### src/rtl/stream_mux_n_if.sv
// Handshake bundle between N producers, the stream mux and its single consumer.
// The master side drives the producer inputs and the consumer ready signal.
interface stream_mux_n_if #(
  parameter int N  = 4,
  parameter int W  = 8,
  parameter int SW = 2
);
  logic            mode;
  logic [SW-1:0]   sel;
  logic [N*W-1:0]  in_data;
  logic [N-1:0]    in_valid;
  logic [N-1:0]    in_ready;
  logic [W-1:0]    out_data;
  logic [SW-1:0]   out_ch;
  logic            out_valid;
  logic            out_ready;

  modport master (
    output mode, sel, in_data, in_valid, out_ready,
    input  in_ready, out_data, out_ch, out_valid
  );

  modport slave (
    input  mode, sel, in_data, in_valid, out_ready,
    output in_ready, out_data, out_ch, out_valid
  );
endinterface

### src/rtl/stream_mux_n.sv
// N-channel registered stream multiplexer with fixed-select or round-robin
// arbitration and a one-entry output register that supports full throughput.
module stream_mux_n #(
  parameter int N  = 4,
  parameter int W  = 8,
  parameter int SW = 2
) (
  input logic           clk,
  input logic           rst,
  stream_mux_n_if.slave bus
);

  logic [N-1:0]  grant;
  logic [SW-1:0] grant_idx;
  logic          grant_any;
  logic [SW-1:0] cand;
  logic          can_load;
  logic          load;
  logic [W-1:0]  load_data;

  logic          out_valid_q, out_valid_d;
  logic [W-1:0]  out_data_q,  out_data_d;
  logic [SW-1:0] out_ch_q,    out_ch_d;
  logic [SW-1:0] ptr_q,       ptr_d;

  assign can_load = !out_valid_q || bus.out_ready;

  always_comb begin
    grant     = '0;
    grant_idx = '0;
    grant_any = 1'b0;
    cand      = '0;
    if (!bus.mode) begin
      // An out-of-range sel never matches any channel, so nothing is granted.
      for (int unsigned k = 0; k < N; k++) begin
        if (bus.sel == SW'(k) && bus.in_valid[k]) begin
          grant[k]  = 1'b1;
          grant_idx = SW'(k);
          grant_any = 1'b1;
        end
      end
    end else begin
      // Search starts just past the last winner and wraps modulo N.
      for (int unsigned i = 1; i <= N; i++) begin
        cand = SW'((32'(ptr_q) + i) % N);
        if (!grant_any && bus.in_valid[cand]) begin
          grant[cand] = 1'b1;
          grant_idx   = cand;
          grant_any   = 1'b1;
        end
      end
    end
  end

  always_comb begin
    load_data = '0;
    for (int unsigned k = 0; k < N; k++) begin
      if (grant[k]) load_data = bus.in_data[k*W +: W];
    end
  end

  assign load = grant_any && can_load && !rst;

  always_comb begin
    bus.in_ready = '0;
    if (can_load && !rst) bus.in_ready = grant;
  end

  always_comb begin
    out_valid_d = out_valid_q;
    out_data_d  = out_data_q;
    out_ch_d    = out_ch_q;
    ptr_d       = ptr_q;
    if (load) begin
      out_valid_d = 1'b1;
      out_data_d  = load_data;
      out_ch_d    = grant_idx;
      if (bus.mode) ptr_d = grant_idx;
    end else if (out_valid_q && bus.out_ready) begin
      out_valid_d = 1'b0;
    end
  end

  always_ff @(posedge clk) begin
    if (rst) begin
      out_valid_q <= 1'b0;
      out_data_q  <= '0;
      out_ch_q    <= '0;
      ptr_q       <= SW'(N - 1);
    end else begin
      out_valid_q <= out_valid_d;
      out_data_q  <= out_data_d;
      out_ch_q    <= out_ch_d;
      ptr_q       <= ptr_d;
    end
  end

  assign bus.out_valid = out_valid_q;
  assign bus.out_data  = out_data_q;
  assign bus.out_ch    = out_ch_q;

endmodule

### src/flat_wrapper.sv
// flat-port wrapper written by rule: the top's interface ports become plain ports
module stream_mux_n_flat 
#(
  parameter int N  = 4,
  parameter int W  = 8,
  parameter int SW = 2
)
  (clk, rst, bus_mode, bus_sel, bus_in_data, bus_in_valid, bus_out_ready, bus_in_ready, bus_out_data, bus_out_ch, bus_out_valid);
  stream_mux_n_if #(.N(N), .W(W), .SW(SW)) bus_i ();
  input logic clk;
  input logic rst;
  input wire logic [$bits(bus_i.mode)-1:0] bus_mode;
  input wire logic [$bits(bus_i.sel)-1:0] bus_sel;
  input wire logic [$bits(bus_i.in_data)-1:0] bus_in_data;
  input wire logic [$bits(bus_i.in_valid)-1:0] bus_in_valid;
  input wire logic [$bits(bus_i.out_ready)-1:0] bus_out_ready;
  output wire logic [$bits(bus_i.in_ready)-1:0] bus_in_ready;
  output wire logic [$bits(bus_i.out_data)-1:0] bus_out_data;
  output wire logic [$bits(bus_i.out_ch)-1:0] bus_out_ch;
  output wire logic [$bits(bus_i.out_valid)-1:0] bus_out_valid;
  assign bus_i.mode = bus_mode;
  assign bus_i.sel = bus_sel;
  assign bus_i.in_data = bus_in_data;
  assign bus_i.in_valid = bus_in_valid;
  assign bus_i.out_ready = bus_out_ready;
  assign bus_in_ready = bus_i.in_ready;
  assign bus_out_data = bus_i.out_data;
  assign bus_out_ch = bus_i.out_ch;
  assign bus_out_valid = bus_i.out_valid;
  stream_mux_n #(.N(N), .W(W), .SW(SW)) u_core (.clk(clk), .rst(rst), .bus(bus_i));
endmodule
### config.mk
export PLATFORM = sky130hd
export DESIGN_NAME = stream_mux_n_flat
export DESIGN_NICKNAME = d
export VERILOG_FILES = /design/src/rtl/stream_mux_n_if.sv /design/src/rtl/stream_mux_n.sv /design/src/flat_wrapper.sv
export SDC_FILE = /design/constraint.sdc
export NUM_CORES = 1
export LEC_CHECK = 0
export ABC_AREA = 1
export ABC_CLOCK_PERIOD_IN_PS = 2550
export BUFFER_PORTS_ARGS = -buffer_cell sky130_fd_sc_hd__buf_2
export CAP_MARGIN = 0
export CELL_PAD_IN_SITES_DETAIL_PLACEMENT = 0
export CELL_PAD_IN_SITES_GLOBAL_PLACEMENT = 2
export CORE_MARGIN = 2
export CORE_UTILIZATION = 25
export DETAILED_ROUTE_END_ITERATION = 12
export PLACE_DENSITY_LB_ADDON = 0.2
export SETUP_SLACK_MARGIN = 0.2
export SYNTH_ARGS = -nofsm -noshare
export SYNTH_HDL_FRONTEND = slang
export SYNTH_SLANG_ARGS = --single-unit
### constraint.sdc
create_clock -name clk -period 2.55 [get_ports clk]
set_input_delay 0.3825 -clock clk [delete_from_list [all_inputs] [get_ports clk]]
set_output_delay 0.3825 -clock clk [all_outputs]
set_load 0.1 [all_outputs]
* After elaboration in Yosys (flattened, before gate mapping)
Cells that the tools add are included.
** Cells by class
- Order comparisons :: 8
- $add $sub $neg :: 4
- Divide/modulo/power cells :: 0
- $mul :: 0
- Shift operators :: 0
- Reductions and logical operators :: 24
- Bitwise operators :: 3
- Mux-type cells :: 54
- Equality and inequality tests :: 3
** Operators with widths (count)
- $mux 4 :: 9
- $mux 8 :: 4
- $mux 1 :: 26
- $logic_and 1x1->1 :: 15
- $mux 2 :: 7
- $lt 2x3->1 const B :: 4
- $or 4x4->4 :: 3
- $bmux 1 s2 :: 4
- $demux 1 s2 :: 4
- $ge 2x1->1 const B :: 4
- $logic_not 1->1 :: 5
- $add 2x1->2 const B :: 2
- $add 2x2->2 const B :: 2
- $eq 2x2->1 const B :: 2
- $eq 2x1->1 const B :: 1
- $logic_not 2->1 :: 1
- $reduce_and 2->1 :: 1
- $reduce_bool 2->1 :: 1
- $logic_or 1x1->1 :: 1
** Word-level totals
- Bits of input ports :: 42
- Memories kept :: 0
- Memory bits (read-only) :: 0
- Register bits after elaboration :: 13
- Bits in latches :: 0
- RAM bits :: 0

* Depth between registers and ports, before layout
Gate-level depths: netlist of the first run.
- Depth in word-level cells :: 21
- Gate-level depth with buffers :: 15

* Worst setup path after synthesis of the first run
OpenSTA, ideal clock, no wires.
- Path kind :: register -> output
- Start point :: reg u_core.ptr_q[0]
- End point :: out bus_in_ready[3]
- Data required time :: 2168 ps
- Slack :: -901 ps
- Buffers on the path :: 0
- Arrival time :: 3069 ps
- Stages on the path, launching flop included :: 11
- Path through :: dfxtp_1 -> inv_2 -> ha_1 -> inv_1 -> nand3_1 -> nand3_4 -> nor2_4 -> nand2_1 -> nand4_1 -> nand2_2 -> a21oi_1
** Between the ends
- Word-level cells in the longest chain between the ends :: 18
- Elaborated cells between the ends (all ways) :: 56
- Those cells by class :: add/sub: 4; order compare: 8; mux: 31; bitwise: 3; reduce/logical: 10
** RTL lines
- start: declaration :: RTL line stream_mux_n.sv:24 : logic [SW-1:0] ptr_q, ptr_d;
- start signal: assignment :: RTL line stream_mux_n.sv:89 : ptr_q <= SW'(N - 1);
- start signal: assignment :: RTL line stream_mux_n.sv:94 : ptr_q <= ptr_d;
- branches (longest 15 deep; another with $lt 2x3->1)
- $mux 4 * :: RTL line stream_mux_n.sv:46 : if (!grant_any && bus.in_valid[cand]) begin
- $mux 4 * :: RTL line stream_mux_n.sv:33 : if (!bus.mode) begin
- $mux 4 * :: RTL line stream_mux_n.sv:66 : if (can_load && !rst) bus.in_ready = grant;
- end: declaration :: RTL line flat_wrapper.sv:17 : output wire logic [$bits(bus_i.in_ready)-1:0] bus_in_ready;
Mark *: on every way between the ends. The select of a mux whose other input is x is not followed.

* Final worst setup path of the first run
- Start point :: reg u_core.ptr_q[0]
- End point :: out bus_in_ready[1]
Same word-level chain as after synthesis.

==> results of run 1 <==
## routing by layer
metal | track usage | vias up | wire length, µm
met5 | 0 | - | 0
met4 | 0.02333 | 0 | 56
met3 | 0.02826 | 7 | 149
met2 | 0.2935 | 40 | 2604
met1 | 0.1908 | 757 | 2145
li1 | - | 941 | -
## final timing paths
| check | end |
|---|---|
| worst max-delay path | bus_in_ready[1] |
| worst min-delay path | u_core.bus.out_valid |
| worst max register to register | u_core.bus.out_data[7] |
| worst min register to register | u_core.bus.out_data[3] |
## cell families after synthesis
| group | Yosys count |
|---|---|
| and+or+nand+nor | 158 |
| buffers and inverters | 43 |
| AOI/OAI and AO/OA | 29 |
| DFF | 13 |
| adders and majority gates | 8 |
## layout make-up
type	count	area, µm²	share of cell area
timing repair buffer	69	441.7	0.2014
inverter	38	157.7	0.07188
clock buffer	4	45.04	0.02054
multi-input combinational	195	1187	0.5414
tap	75	93.84	0.04278
sequential	13	267.8	0.1221
## flip-flops by register name, summed over array words and instances, names as in the netlist
| signal | cells |
|---|---|
| u_core.bus.out_ch | 2 |
| u_core.bus.out_data | 8 |
| u_core.bus.out_valid | 1 |
| u_core.ptr_q | 2 |
## cells in the final DEF (no fill, tap or decap)
master    count
nand2_1      72
buf_2        52
inv_1        32
nand3_1      26
nor2_1       18
a21oi_1      17
nand2_2      12
buf_4        12
dfxtp_1      11
ha_1          7
nor2_4        6
nand4_1       6
nand2_4       5
nand3_2       4
a21oi_2       4
buf_12        4
inv_4         3
a21oi_4       3
clkbuf_8      3
nand3_4       2
o21ai_0       2
dfxtp_4       2
inv_8         1
nand2_8       1
clkinv_1      1
nand4_2       1
a21boi_0      1
inv_2         1
nand4_4       1
nor3_1        1
nor3_2        1
nor3_4        1
o311ai_0      1
a41oi_1       1
nor2_2        1
ha_4          1
clkbuf_1      1
buf_6         1
## power by group through the flow
stage               clock [mW]  sequential, mW  combinational (mW)
finish                   0.187           0.235               0.657
global placement             0           0.243               0.604
CTS                      0.194           0.235               0.656
detailed placement           0           0.244               0.599
global route             0.209           0.238               0.715
floorplan                    0           0.362               0.342
## cell usage after synthesis (all sizes together)
cell	number	area (µm²)
nor3	3	31.28
nand2	90	395.4
buf	4	38.78
clkinv	1	3.750
o311ai	1	8.760
clkbuf	1	3.750
nand4	8	62.56
ha	8	100.1
o21ai	2	10.01
nor2	25	118.9
inv	37	141.4
a21oi	24	153.9
nand3	32	192.7
a41oi	1	8.760
dfxtp	13	260.3
a21boi	1	7.510
## worst min-delay path, delay by kind of cell
| family | cells | cell delay [ps] |
|---|---|---|
| and+or+nand+nor | 1 | 60 |
| AOI/OAI and AO/OA | 1 | 60 |
| buffers and inverters | 2 | 100 |
## timing repair
item | in CTS | in global routing
resized for setup | 12 | 1
setup buffers | 12 | 1
hold buffers | 0 | 0
setup endpoints to repair | 4 | 4
pin swaps | 11 | 8
==> flow_metrics.py, run 1 <==
metrics = {
    "clock_network": {
        "cts.path.max_buffers": 2,
        "cts_tree": "yes",
        "worst_skew_pair.late_latency_ps": 240,
        "clock-root-buffer": "clkbuf_8",
        "cts.sinks": 13,
        "htree_levels": 1,
        "numCtsBuffers": 3,
        "clk_pin_slew_worst_paths_ps": 60,
    },
    "sta": {
        "worst_slew_pin_slew_ps": 540.9,
        "layout_setup_ws_ps": 197.9,
        "period_minus_slack_ps": 2352,
        "maxSlewHeadroom": 0.6348,
        "tns_ps": 0,
        "hold_ws_ps": 415.3,
        "skew_ps": 2.367,
        "rsz0062_at_grt": "yes",
        "maxSlewViolCount": 0,
        "fmax_mhz": 425.1,
        "fin_crit_sh": 0.9224,
        "setup_violations": 0,
        "finalHoldViolations": 0,
    },
    "critical_path": {
        "cp-startpoint": "u_core.ptr_q[0]",
        "r2r_slack_ps": 440,
        "cp_slowest_cell": "dfxtp_4",
        "cp.depth": 10,
        "crit_type": "register to output port",
        "cp_max_fo": 7,
        "max_stage_delay_ps": 390,
        "crit_buf_inv": 2,
        "critical_path.top_delay_family": "simple AND/OR/NAND/NOR gates",
        "arrival_ps": 1970,
        "cp-end-kind": "output port",
        "crit_path_cell_trace": "inv_8 > ha_4 > nand3_2 > nand2_8 > nor2_4 > a21oi_2 > nand3_2 > a21oi_4 > nor2_4 > buf_12",
        "startpoint_type": "register",
        "reg2reg_depth": 14,
        "required_ps": 2170,
        "r2r-start": "u_core.ptr_q[0]",
    },
    "layout": {
        "final_cell_count_no_fill": 394,
        "flow.area_growth_from_synthesis_pct": 42.64,
        "fillers": 672,
        "fin_util": 0.3705,
        "drive_above_1_share": 0.3824,
        "fin_area_um2": 2193,
        "antenna_cells": 0,
        "layout.nets": 370,
    },
    "pwr": {
        "p_leak_nw": 1.148,
        "clkPwrFrac": 0.173,
        "powerDensity_nw_per_um2": 492.3,
        "p_int_mw": 0.5413,
        "switching_share": 0.4986,
        "p_switching_mw": 0.5384,
        "power_mw": 1.080,
        "max-vdd-ir-drop_mv": 0.2777,
        "pwr-share-comb": 0.609,
        "p_seq_frac": 0.218,
    },
    "yosys": {
        "synth_compound_gate_area_share": 0.1229,
        "postSynthAreaPerCell_um2": 6.126,
        "synth_seq_cells": 13,
        "synthXorXnorAreaFrac": 0,
        "syn-cell-area_um2": 1538,
        "synth_seq_area_share": 0.1692,
        "muxShareOfSynthArea": 0,
        "synth_fp_nets": 301,
        "synth.distinct_cells": 32,
        "synthCells": 251,
        "yosys_warnings": 0,
        "synthSimpleGateAreaFrac": 0.5207,
        "synth_top_family_by_area": "simple AND/OR/NAND/NOR gates",
        "synth_fa_ha_area_frac": 0.06509,
    },
    "floorplanning": {
        "dieWidth_um": 82.43,
        "core_um2": 5921,
        "start_util": 0.2597,
        "die-area_um2": 6794,
        "num_rows": 28,
        "fp.dieH_um": 82.43,
        "io_pins": 57,
    },
    "detailed_routing": {
        "drtPass1Iterations": 4,
        "ant_nets": 0,
        "drt_iter0_markers": 96,
        "avgRoutedWirePerCell_um": 12.58,
        "remaining_drc_errors": 0,
        "via_per_inst": 4.429,
        "routed_wl_um": 4956,
        "vias": 1745,
    },
    "placement": {
        "dpl_cell_area_um2": 1996,
        "post-dp-hpwl_um": 3881,
        "gp_congestion": 0.8666,
        "place_inst": 377,
        "io_buffers": 56,
        "pre_cts_slack_ps": 255.9,
    },
    "global_routing": {
        "antenna_found_initial": 0,
        "first_global_vias": 1808,
        "grt_use_total": 0.1577,
        "grt_pass1_wl_um": 8342,
        "grt_max_degree": 19,
        "globalRouteOverflowTotal": 0,
    },
    "hold_path": {
        "holdCritStartpoint": "bus_out_ready",
        "min_path_cells": 4,
        "hold_class": "input port to register",
    },
    "run_status": {
        "status": "finished, final reports clean",
    },
    "run": {
        "drv_cap": 0,
    },
}
(Power assumes the default switching activity.)
==> run 2, diff against run 1 <==
--- a/config.mk
+++ b/config.mk
@@ -5,14 +5,12 @@
 export SDC_FILE = /design/constraint.sdc
 export NUM_CORES = 1
 export LEC_CHECK = 0
-export ABC_AREA = 1
 export ABC_CLOCK_PERIOD_IN_PS = 2550
 export BUFFER_PORTS_ARGS = -buffer_cell sky130_fd_sc_hd__buf_2
-export CAP_MARGIN = 0
 export CELL_PAD_IN_SITES_DETAIL_PLACEMENT = 0
 export CELL_PAD_IN_SITES_GLOBAL_PLACEMENT = 2
 export CORE_MARGIN = 2
-export CORE_UTILIZATION = 25
+export CORE_UTILIZATION = 26
 export DETAILED_ROUTE_END_ITERATION = 12
 export PLACE_DENSITY_LB_ADDON = 0.2
 export SETUP_SLACK_MARGIN = 0.2
==> flow_metrics.py, run 2 <==
metrics = {
    "yosys": {
        "synth.distinct_cells": 50,
        "synth_seq_area_share": 0.1836,
        "syn-cell-area_um2": 1418,
        "synthXorXnorAreaFrac": 0,
        "synth_ff_type": "dfxtp_1",
        "synth.area.top_cells": "dfxtp_1, ha_1, or3b_1",
        "synthCells": 183,
        "ys_top_cells_by_count": "nand2_1, nor2_1, dfxtp_1",
        "synthSimpleGateAreaFrac": 0.3010,
        "synth_fa_ha_area_frac": 0.07061,
        "yosys_warnings": 0,
        "synth_seq_cells": 13,
        "synth_top_family_by_area": "compound AO/OA/AOI/OAI gates",
        "async_reset_ff_frac": 0,
        "synth_compound_gate_area_share": 0.3195,
        "postSynthAreaPerCell_um2": 7.747,
        "synth_edf_count": 0,
        "synth_top_area_cell": "dfxtp_1",
        "muxShareOfSynthArea": 0.05296,
        "netlist.area_leader.share": 0.1836,
        "synth_fp_nets": 233,
    },
    "pwr": {
        "p_seq_frac": 0.211,
        "p_int_mw": 0.6105,
        "p_leak_nw": 1.065,
        "switching_share": 0.4559,
        "p_switching_mw": 0.5115,
        "powerDensity_nw_per_um2": 468.3,
        "power_mw": 1.122,
        "pwr-share-comb": 0.613,
        "clkPwrFrac": 0.176,
        "max-vdd-ir-drop_mv": 0.3110,
    },
    "detailed_routing": {
        "routed_wl_um": 5348,
        "drt_iter0_markers": 75,
        "remaining_drc_errors": 0,
        "ant_nets": 0,
        "avgRoutedWirePerCell_um": 15.24,
        "drtPass1Iterations": 4,
        "vias": 1795,
        "via_per_inst": 5.114,
    },
    "layout": {
        "largest_reg_flops": 8,
        "fillers": 523,
        "antenna_cells": 0,
        "final_cell_count_no_fill": 351,
        "fin_util": 0.4632,
        "drive_above_1_share": 0.4911,
        "final_common_cell": "buf_2",
        "mostFrequentLayoutCells": "buf_2, buf_4, nand2_1",
        "fin_area_um2": 2396,
        "flow.area_growth_from_synthesis_pct": 69.02,
        "layout.nets": 332,
    },
    "sta": {
        "finalHoldViolations": 0,
        "fmax_mhz": 351.5,
        "setup_violations": 12,
        "maxSlewViolCount": 0,
        "rsz0062_at_grt": "yes",
        "fin_crit_sh": 1.116,
        "tns_ps": -2804,
        "maxSlewHeadroom": 0.6762,
        "hold_ws_ps": 396.4,
        "skew_ps": 4.001,
        "layout_setup_ws_ps": -295.3,
        "period_minus_slack_ps": 2845,
        "worst_slew_pin_slew_ps": 484.7,
    },
    "critical_path": {
        "startpoint_type": "register",
        "crit_path_cell_trace": "buf_6 > mux4_2 > nor4_2 > buf_4 > o41ai_4 > buf_4 > or3b_1 > a311o_1 > a311oi_1",
        "cp.depth": 9,
        "cp_slowest_cell": "mux4_2",
        "arrival_ps": 3000,
        "required_ps": 2710,
        "cp_max_fo": 8,
        "max_stage_delay_ps": 590,
        "crit_type": "register to register",
        "cp-end-kind": "register",
        "crit_buf_inv": 3,
        "reg2reg_depth": 9,
        "critical_path.top_delay_family": "compound AO/OA/AOI/OAI gates",
        "crit_top_cell": "buf_4",
    },
    "hold_path": {
        "hold_class": "input port to register",
        "min_path_cells": 3,
    },
    "floorplanning": {
        "dieWidth_um": 77.84,
        "start_util": 0.2741,
        "core_um2": 5172,
        "num_rows": 26,
        "fp.dieH_um": 77.84,
        "io_pins": 57,
        "die-area_um2": 6059,
    },
    "clock_network": {
        "cts_tree": "yes",
        "htree_levels": 1,
        "cts_hold_buf": 0,
        "numCtsBuffers": 3,
        "cts.sinks": 13,
        "cts.path.max_buffers": 2,
        "clock-root-buffer": "clkbuf_8",
        "clk_pin_slew_worst_paths_ps": 70,
        "worst_skew_pair.late_latency_ps": 250,
    },
    "global_routing": {
        "grt_use_total": 0.1799,
        "grt_pass1_wl_um": 8838,
        "first_global_vias": 1862,
        "antenna_found_initial": 0,
        "grt_max_degree": 17,
        "globalRouteOverflowTotal": 0,
    },
    "run_status": {
        "status": "complete, but fails checks",
        "violations": "negative setup slack",
    },
    "placement": {
        "gp_congestion": 0.8149,
        "place_inst": 333,
        "dpl_cell_area_um2": 2138,
        "post-dp-hpwl_um": 4107,
        "io_buffers": 56,
        "pre_cts_slack_ps": -275.1,
    },
    "run": {
        "drv_cap": 0,
    },
}
run 2: changes by cell type in the layout (fill, tap and decap cells not counted), moves of 6 or more:
cell	change
a311o_1	+8
or3b_1	+11
buf_4	+34
nand3_1	-24
nand2_1	-48
nand4_1	-6
a21oi_1	-8
inv_1	-24
a311oi_1	+7
nand2_2	-12
run 2: power by group through the flow:
| stage | logic, mW | clock network, mW | registers, mW |
|---|---|---|---|
| 6_report | 0.688 | 0.197 | 0.237 |
| 2_1_floorplan | 0.289 | 0 | 0.368 |
| 3_5_place_dp | 0.605 | 0 | 0.241 |
| 3_3_place_gp | 0.610 | 0 | 0.240 |
| 5_1_grt | 0.733 | 0.213 | 0.240 |
| 4_1_cts | 0.658 | 0.200 | 0.237 |
run 2: final timing paths:
path                                from                      to  slack (ps)
setup / recovery         u_core.ptr_q[1]  u_core.bus.out_data[3]        -300
hold / removal           bus_in_data[25]  u_core.bus.out_data[1]         400
setup reg to reg         u_core.ptr_q[1]  u_core.bus.out_data[3]        -300
hold reg to reg   u_core.bus.out_data[0]  u_core.bus.out_data[0]         500
run 2: kinds of logic after synthesis:
group / Yosys count
AND/OR/NAND/NOR: 81
buffers and inverters: 22
flip-flops: 13
AO/OA/AOI/OAI: 54
multiplexers: 5
adder cells (fa/ha/maj): 8
run 2: layout make-up:
| cell class | count | area, µm² | area share |
|---|---|---|---|
| Clock buffer | 3 | 41.29 | 0.01723 |
| Clock inverter | 1 | 5.005 | 0.002089 |
| Inverter | 10 | 42.54 | 0.01775 |
| Multi-Input combinational cell | 148 | 1197 | 0.4997 |
| Sequential cell | 13 | 265.3 | 0.1107 |
| Tap cell | 70 | 87.58 | 0.03655 |
| Timing Repair Buffer | 106 | 757.0 | 0.3159 |
run 2: tightest hold or removal path, delay by kind of cell:
kind | cells | cell delay [ps]
and+or+nand+nor | 1 | 40
AOI/OAI and AO/OA | 1 | 70
buffers and inverters | 1 | 90
run 2: what timing repair did:
item,4_1_cts,5_1_grt
buffers inserted,10,4
resized for setup,10,6
pin swaps,26,14
endpoints found under the setup margin,12,12
run 2: routing by layer:
layer | global-route usage | wire length, µm | part of all wire | up-vias
met4 | 0.04821 | 98 | 0.018 | 0
met2 | 0.3103 | 2616 | 0.49 | 50
met3 | 0.03488 | 299 | 0.056 | 8
met1 | 0.2272 | 2334 | 0.44 | 857
li1 | - | - | - | 880
met5 | 0 | 0 | 0 | -
==> run 3, diff against run 2 <==
--- a/config.mk
+++ b/config.mk
@@ -10,7 +10,8 @@
 export CELL_PAD_IN_SITES_DETAIL_PLACEMENT = 0
 export CELL_PAD_IN_SITES_GLOBAL_PLACEMENT = 2
 export CORE_MARGIN = 2
-export CORE_UTILIZATION = 26
+export CORE_UTILIZATION = 27
+export CTS_BUF_LIST = sky130_fd_sc_hd__clkbuf_4
 export DETAILED_ROUTE_END_ITERATION = 12
 export PLACE_DENSITY_LB_ADDON = 0.2
 export SETUP_SLACK_MARGIN = 0.2
==> flow_metrics.py, run 3 (same netlist as run 2, synthesis figures left out) <==
metrics = {
    "detailed_routing": {
        "drtPass1Iterations": 4,
        "avgRoutedWirePerCell_um": 16.30,
        "drt_iter0_markers": 73,
        "routed_wl_um": 5753,
        "vias": 1815,
        "top_layer_used": "met4",
        "dr_wl_met2_um": 2993,
        "route.met3.wl_um": 265,
        "ant_nets": 0,
        "remaining_drc_errors": 0,
        "via_per_inst": 5.142,
        "wl_met1_um": 2416,
    },
    "pwr": {
        "powerDensity_nw_per_um2": 443.8,
        "p_leak_nw": 1.109,
        "power_mw": 1.130,
        "max-vdd-ir-drop_mv": 0.2612,
    },
    "sta": {
        "worst_slew_pin_slew_ps": 537.0,
        "tns_ps": -2791,
        "fmax_mhz": 352.7,
        "rsz0062_at_grt": "yes",
        "maxSlewHeadroom": 0.6413,
        "layout_setup_ws_ps": -285.6,
        "skew_ps": 2.772,
        "period_minus_slack_ps": 2836,
        "setup_violations": 12,
        "hold_ws_ps": 365.1,
        "fin_crit_sh": 1.112,
        "finalHoldViolations": 0,
        "maxSlewViolCount": 0,
    },
    "placement": {
        "place_inst": 329,
        "io_buffers": 56,
        "gp_congestion": 0.8020,
        "post-dp-hpwl_um": 3998,
    },
    "clock_network": {
        "cts_tree": "yes",
        "cts.sinks": 13,
        "htree_levels": 1,
        "clock-root-buffer": "clkbuf_4",
        "cts.path.max_buffers": 2,
        "numCtsBuffers": 3,
        "worst_skew_pair.late_latency_ps": 270,
        "clk_pin_slew_worst_paths_ps": 80,
        "cts_hold_buf": 0,
    },
    "global_routing": {
        "first_global_vias": 1850,
        "grt_use_total": 0.1939,
        "globalRouteOverflowTotal": 0,
        "grt_max_degree": 17,
        "grt_pass1_wl_um": 9225,
        "antenna_found_initial": 0,
    },
    "layout": {
        "final_cell_count_no_fill": 353,
        "layout.nets": 334,
        "largest_reg_flops": 8,
        "antenna_cells": 0,
        "mostFrequentLayoutCells": "buf_2, buf_4, nand2_1",
        "final_common_cell": "buf_2",
        "fin_util": 0.5017,
        "fillers": 517,
        "drive_above_1_share": 0.5477,
        "flow.area_growth_from_synthesis_pct": 79.61,
    },
    "critical_path": {
        "crit_path_cell_trace": "inv_6 > ha_4 > mux4_2 > nand2_2 > o21ai_4 > o32a_4 > buf_6 > and2_4 > buf_12",
        "crit_type": "register to output port",
        "cp_max_fo": 7,
        "r2r-start": "u_core.ptr_q[0]",
        "required_ps": 2170,
        "startpoint_type": "register",
        "arrival_ps": 2450,
        "cp-end-kind": "output port",
        "cp-startpoint": "u_core.ptr_q[0]",
        "cp_slowest_cell": "o32a_4",
        "max_stage_delay_ps": 410,
    },
    "floorplanning": {
        "core_um2": 5075,
        "io_pins": 57,
        "die-area_um2": 5846,
        "num_rows": 26,
        "dieWidth_um": 76.46,
        "start_util": 0.2793,
        "fp.dieH_um": 76.46,
    },
    "hold_path": {
        "holdCritStartpoint": "bus_in_data[29]",
        "hold_class": "input port to register",
    },
    "run_status": {
        "status": "complete, but fails checks",
        "violations": "negative setup slack",
    },
    "run": {
        "drv_cap": 0,
    },
}
-- run 3: metal layers --
metal  GRT usage  vias to the layer above
li1            -                      890
met3     0.03436                        8
met4     0.03091                        0
met5           0                        -
met1      0.2357                      859
met2      0.3602                       58
-- run 3: timing repair --
action,in CTS,in global routing
hold endpoints to repair,0,0
endpoints found under the setup margin,12,13
resized for setup,35,12
setup buffers,15,2
cloned,2,1
pin swaps,21,10
-- run 3: report_power, final --
part           total (mW)  leakage (nW)  switching (mW)  internal [mW]
Clock               0.139        0.0184          0.0675         0.0712
Sequential          0.236         0.107          0.0123          0.224
Combinational       0.755         0.983           0.445          0.310
Total                1.13          1.11           0.525          0.605
-- run 3: final timing paths --
check | slack (ps) | depth (start not counted) | endpoint
max | -290 | 9 | bus_in_ready[1]
min | 370 | 3 | u_core.bus.out_data[5]
max reg2reg | -260 | 9 | u_core.bus.out_data[4]
min reg2reg | 500 | 2 | u_core.bus.out_data[2]
-- run 3: stage by stage --
step,cell area (µm²),worst slack [ps]
final,2546,-285.6
after global routing,2546,-359.1
after CTS,2461,-245.1
after detailed placement,2108,-319.4
after global placement,2108,-258.3
after floorplan,1530,-420.9
-- run 3: final cells by class --
class / instances / area (µm²) / share of cell area
clock buffer: 4 / 30.03 / 0.01179
inverter: 10 / 42.54 / 0.01671
multi-input combinational: 150 / 1305 / 0.5125
sequential: 13 / 265.3 / 0.1042
tap: 70 / 87.58 / 0.03440
timing repair buffer: 106 / 815.8 / 0.3204
-- run 3: critical path, delay by kind of cell (launching register included) --
| family | cells | cell delay (ps) |
|---|---|---|
| AND/OR/NAND/NOR | 2 | 290 |
| multiplexers | 1 | 390 |
| buffers and inverters | 3 | 320 |
| AO/OA/AOI/OAI | 2 | 490 |
| adder cells (fa/ha/maj) | 1 | 300 |
| flip-flops | 1 | 380 |
